==> config.mk <==
export PLATFORM = sky130hd
export DESIGN_NAME = wptr_full_level
export DESIGN_NICKNAME = d
export VERILOG_FILES = /design/src/rtl/wptr_full_level.sv
export SDC_FILE = /design/constraint.sdc
export NUM_CORES = 1
export LEC_CHECK = 0
export CORE_UTILIZATION = 44
export DETAILED_ROUTE_END_ITERATION = 10
export PLACE_DENSITY = 0.83
export SLEW_MARGIN = 20
export SYNTH_ARGS = -nofsm -noshare
export SYNTH_HDL_FRONTEND = slang
export SYNTH_SLANG_ARGS = --single-unit
==> constraint.sdc <==
create_clock -name wclk -period 3.2 [get_ports wclk]
set_clock_uncertainty 0.05 [all_clocks]
set_input_delay 0.64 -clock wclk [delete_from_list [all_inputs] [get_ports wclk]]
set_output_delay 0.64 -clock wclk [all_outputs]
set_load 0.005 [all_outputs]
==> src/rtl/wptr_full_level.sv <==
// ---------------------------------------------------------------------------
// wptr_full_level
//
// Write-side pointer and status logic for an asynchronous FIFO. It keeps the
// binary and Gray write pointers and derives registered full, almost-full and
// fill-level flags from the synchronised Gray read pointer. It also keeps a
// sticky overflow flag for writes attempted while full.
//
// Parameters
//   addr_width  log2 of FIFO depth (D = 2**addr_width), legal 2..12
//
// Ports
//   wclk        write-domain clock
//   wrst_n      asynchronous active-low reset
//   winc        write request this cycle (ignored while wfull=1)
//   wq2_rptr    Gray read pointer, already synchronised into wclk
//   wafull_lvl  almost-full threshold in words, 0..D (quasi-static)
//   wovf_clr    clears the sticky overflow flag
//   waddr       binary memory write address (combinational from wbin)
//   wptr        registered Gray write pointer for the read-domain sync
//   wfull       registered full flag
//   wafull      registered almost-full flag (level >= wafull_lvl)
//   wlevel      registered fill level 0..D as seen from the write side
//   woverflow   sticky: a write was attempted while full
// ---------------------------------------------------------------------------
module wptr_full_level #(
    parameter int addr_width = 4
) (
    input  logic                  wclk,
    input  logic                  wrst_n,
    input  logic                  winc,
    input  logic [addr_width:0]   wq2_rptr,
    input  logic [addr_width:0]   wafull_lvl,
    input  logic                  wovf_clr,
    output logic [addr_width-1:0] waddr,
    output logic [addr_width:0]   wptr,
    output logic                  wfull,
    output logic                  wafull,
    output logic [addr_width:0]   wlevel,
    output logic                  woverflow
);

    // Level value meaning "completely full": a single 1 in the pointer MSB.
    localparam logic [addr_width:0] depth = {1'b1, {addr_width{1'b0}}};

    logic [addr_width:0] wbin;
    logic [addr_width:0] wbinnext;
    logic [addr_width:0] wgraynext;
    logic [addr_width:0] rbin;
    logic [addr_width:0] levnext;

    assign waddr = wbin[addr_width-1:0];

    // Gray-to-binary: each binary bit is the XOR of all Gray bits at and
    // above it.
    always_comb begin
        // NOTE: every always_comb output gets a default first so no path
        // through the block can leave it unassigned and infer a latch.
        rbin = '0;
        for (int i = 0; i <= addr_width; i++) begin
            rbin[i] = ^(wq2_rptr >> i);
        end
    end

    // The write is gated by the registered full flag, so a write requested
    // in the same cycle the read pointer frees a slot is still dropped; the
    // freed slot is seen one edge later.
    assign wbinnext  = wbin + {{addr_width{1'b0}}, (winc & ~wfull)};
    assign wgraynext = (wbinnext >> 1) ^ wbinnext;

    // Modulo subtraction stays correct across the pointer wrap because both
    // pointers carry one extra bit beyond the address. levnext == D is the
    // same condition as the classic Gray test (top two bits inverted, rest
    // equal).
    assign levnext   = wbinnext - rbin;

    always_ff @(posedge wclk or negedge wrst_n) begin
        if (!wrst_n) begin
            wbin      <= '0;
            wptr      <= '0;
            wlevel    <= '0;
            wfull     <= 1'b0;
            wafull    <= 1'b0;
            woverflow <= 1'b0;
        end else begin
            // NOTE: sequential state uses non-blocking assignments so every
            // flop samples the pre-edge values, independent of statement order.
            wbin   <= wbinnext;
            wptr   <= wgraynext;
            wlevel <= levnext;
            wfull  <= (levnext == depth);
            wafull <= (levnext >= wafull_lvl);
            // Set has priority over clear, so an overflow coinciding with a
            // clear request is never lost.
            if (winc && wfull) begin
                woverflow <= 1'b1;
            end else if (wovf_clr) begin
                woverflow <= 1'b0;
            end
        end
    end

endmodule

**Word level (Yosys, flattened, before mapping)**

Index checks and enable logic that the tools add are counted.

- Flip-flop bits (word level): 18
- Output and inout bits: 17
- Word-level logic and storage cells: 22

- Add/subtract/negate cells: 2
- Order comparisons: 1
- Equal/unequal tests: 1
- Multiplexer cells: 2
- Bitwise operators: 3
- Reductions and logical operators: 7

Operators with widths:

| cell | count |
|---|---|
| 5-bit parity | 5 |
| 5-bit by 1-bit adder with 5-bit output | 1 |
| 5-bit equality test, second input constant | 1 |
| 5-bit >= comparator | 1 |
| 5-bit subtractor | 1 |
| 4-bit by 5-bit XOR with 5-bit output | 1 |
| 1-bit two-way mux | 2 |
| 2-bit nonzero test | 1 |
| 1-bit AND | 1 |
| 1-bit logical AND | 1 |
| 1-bit NOT | 1 |

**Logic depth before layout (Yosys ltp)**

- Depth in word-level cells: 5
- Gate-level depth with buffers: 12
- Gate-level depth less buffers: 12

**Worst setup path before layout**

OpenSTA, ideal clock, no wires.

- Path type: input port to flip-flop
- Start point: in wq2_rptr[4]
- End point: reg wafull
- Data arrival time: 3.023 ns
- Slack: 0.009 ns
- Stages on the path: 12
- Path buffers: 0
- Path through: xnor2_2 > xor2_1 > xor2_1 > xnor2_1 > ha_1 > fa_1 > inv_1 > ha_1 > a21o_1 > a21o_1 > a21o_1 > a21o_1

- Cells in the longest elaborated chain, start to end: 3
- Elaborated cells between the ends (all ways): 7

Ends and longest elaborated chain:

| element | RTL line | RTL |
|---|---|---|
| from (decl) | 32 | `input logic [addr_width:0] wq2_rptr,` |
| 5-bit parity | 61 | `rbin[i] = ^(wq2_rptr >> i);` |
| 5-bit subtractor * | 75 | `assign levnext = wbinnext - rbin;` |
| net levnext[1] | 50 | `logic [addr_width:0] levnext;` |
| 5-bit >= comparator * | 92 | `wafull <= (levnext >= wafull_lvl);` |
| to (signal assigned) | 92 |  |
| to (decl) | 38 | `output logic wafull,` |

Mark *: on every way through the listed nets, which the timed path passes. The rest lies on a longest branch.
A chain may end at the register's enable or synchronous reset.

**Worst setup path in the final report**

- Start point: in winc
- End point: reg wafull

- Cells in the longest elaborated chain, start to end: 4

Ends and longest elaborated chain:

| element | RTL line | RTL |
|---|---|---|
| from (decl) | 31 | `input logic winc,` |
| 1-bit AND | 68 | `assign wbinnext = wbin + {{addr_width{1'b0}}, (winc & ~wfull)};` |
| 5-bit by 1-bit adder with 5-bit output | 68 |  |
| 5-bit subtractor | 75 |  |
| net levnext[1] | 50 |  |
| 5-bit >= comparator | 92 |  |

The timed path passes the listed nets, and every way through them passes these cells.

==> metrics.cfg <==
[clock_network]
htreeDepth=1
clk_latency_ps=290
cts_root_buf=clkbuf_4
path_clk_slew_ps=100
cts_num_sinks=17
cts-buffers-inserted=3
cts_tree=yes
max-clock-path-buffers=2

[setup_path]
cp_top_family=adder cells
arrival_ps=3240
cpMostUsedCell=a21o_1
cp_cell_sequence=clkdlybuf4s50_1 -> nor2b_4 -> nand2_1 -> xor2_2 -> buf_4 -> fa_2 -> inv_2 -> ha_4 -> a21o_1 -> a21o_1 -> a21o_1 -> a21o_1
worstSetupPathType=input port to flip-flop
crit_slowest_cell=fa_2
required_ps=3340
crit_path_end_kind=flip-flop
cp_max_fo=3
crit_buf_inv=3
max_stage_delay_ps=580
cp-start-kind=input port

[route]
antenna_left=0
wirelength_mm=1.92
num_vias=724
drtIter0Drc=1
drc=0
first_pass_iters=3
viasPerCell=4.73
wl_per_cell_um=12.5

[global_routing]
grt.total_usage=0.191
grt-ovfl-total=0
grt_pass1_vias=724
antenna_found_initial=0
grt_pass1_wl_mm=2.98
grt_max_degree=18

[synthesis]
avgSynthCellArea_sq_um=12.2
ys_seq_area_frac=0.457
synthCells=76
ys_ff_latch=17
syn_area_sq_um=931
ys_warn_count=0
syn_nets=100
ys_types=22

[timing]
fin_crit_sh=0.968
final_hold_viol_count=0
tightest_slew_ps=780
maxSlewViolCount=0
relSlewSlack=0.478
min_period_ps=3100
rsz0062_at_grt=no
fmax_mhz=323
setup_violations=0

[placed_design]
gp_congestion=0.718
numPortBuffers=30
dp_hpwl_mm=1.48

[power_and_ir_drop]
leakagePower_uw=0.000701
power_uw=1860
power_density_mw_per_mm2=1280
vdd_drop_max_mv=0.763

[die]
dieArea_sq_mm=0.00230
coreArea_sq_mm=0.00198
io_pins=31
die_w_um=48.0
die_height_um=48.0
start_util=0.470
row_count=16

[finish]
fillers=144
drive_gt1_frac=0.262
area_growth_pct=56.3
multi_input_area_sq_um=515
finalNetCount=151
n_antenna_cell=0
ff_latch_area_sq_um=425
post-route-util=0.734

[job]
maxCapViolations=0

[min_path]
worstHoldPathType=flip-flop to flip-flop

[outcome]
outcome=completed

[synthesized netlist by cell type]
cell,number,area [sq um]
a21o_1,4,30.0
a21oi_1,1,5.00
a221o_1,1,10.0
a221oi_1,1,8.76
and2_1,1,6.26
and4b_1,1,10.0
buf_4,1,7.51
dfrtp_1,17,425
fa_1,1,20.0
ha_1,9,113
inv_1,10,37.5
nand2_1,3,11.3
nand2b_1,1,6.26
nand3_1,1,5.00
nor2_1,1,3.75
nor2b_1,3,18.8
nor4b_2,1,15.0
o21ai_0,1,5.00
xnor2_1,9,78.8
xnor2_2,1,16.3
xnor3_1,2,45.0
xor2_1,6,52.6
[flip-flops by register name, indices dropped and copies added (netlist names)]
name       cells
wafull         1
wbin           5
wfull          1
wlevel         5
woverflow      1
wptr           4
[per-layer routing]
layer	vias up	part of all wire	track usage
met5	-	0	0
met4	0	0.014	0.0667
met3	4	0.041	0.0340
met2	26	0.53	0.362
met1	351	0.42	0.210
li1	343	-	-
[final timing paths]
kind,to,from,slack [ps],cells after the start
max in group asynchronous,wbin[4]$_DFF_PN0_,wrst_n,1870,1
worst max-delay path,wafull$_DFF_PN0_,winc,100,12
worst min register to register,wptr[3]$_DFF_PN0_,wbin[4]$_DFF_PN0_,460,1
worst min-delay path,wptr[3]$_DFF_PN0_,wbin[4]$_DFF_PN0_,460,1
worst max register to register,wafull$_DFF_PN0_,wfull$_DFF_PN0_,510,9
min in group asynchronous,wptr[1]$_DFF_PN0_,wrst_n,750,1
[stage by stage]
step / area [sq um] / setup WS [ps] / instances / hold slack (ps) / setup TNS (ps)
after CTS: 1440 / 0.298 / 152 / 468 / 0
after global placement: 1360 / -517 / 146 / 443 / -1140
after detailed placement: 1360 / -597 / 146 / 454 / -1340
after floorplan: 931 / 9.33 / 76 / 294 / 0
after global routing: 1460 / 2.64 / 153 / 500 / 0
final: 1460 / 103 / 153 / 464 / 0
[power by group]
group | total, uW | internal (uW) | switching, uW
clock | 117 | 48.5 | 68.1
sequential | 423 | 340 | 82.7
combinational | 1320 | 811 | 512
total | 1860 | 1200 | 663
[cells by family (layout without fill, tap and decap cells)]
family / after synthesis / count (layout) / share of synthesized area
AND/OR/NAND/NOR: 12 / 12 / 0.0820
flip-flops: 17 / 17 / 0.457
AO/OA/AOI/OAI: 8 / 8 / 0.0632
buffers and inverters: 11 / 61 / 0.0484
XOR/XNOR: 18 / 18 / 0.207
adder cells (fa/ha/maj): 10 / 10 / 0.142
[cells in the final DEF (no fill, tap or decap), drive strengths merged, types with 2 or more instances in the layout]
cell           Yosys  routed
xor2               6       6
nand2              3       3
clkdlybuf4s50      0      27
inv               10      10
a21o               4       4
clkbuf             0       6
buf                1      17
ha                 9       9
dfrtp             17      17
nor2b              3       3
xnor2             10      10
xnor3              2       2
[area by class of cell]
class | instances | area share
timing repair buffer | 47 | 0.286
clock buffer | 4 | 0.0181
inverter | 10 | 0.0258
tap | 27 | 0.0232
multi-input combinational | 48 | 0.354
sequential | 17 | 0.292
[repair_timing]
action	4_1_cts	5_1_grt
endpoints found under the setup margin	3	1
buffers inserted	2	1
hold buffers	0	0
gates resized for setup	11	6
pin swaps	7	5
No activity file was read; power rests on OpenSTA's default activity.
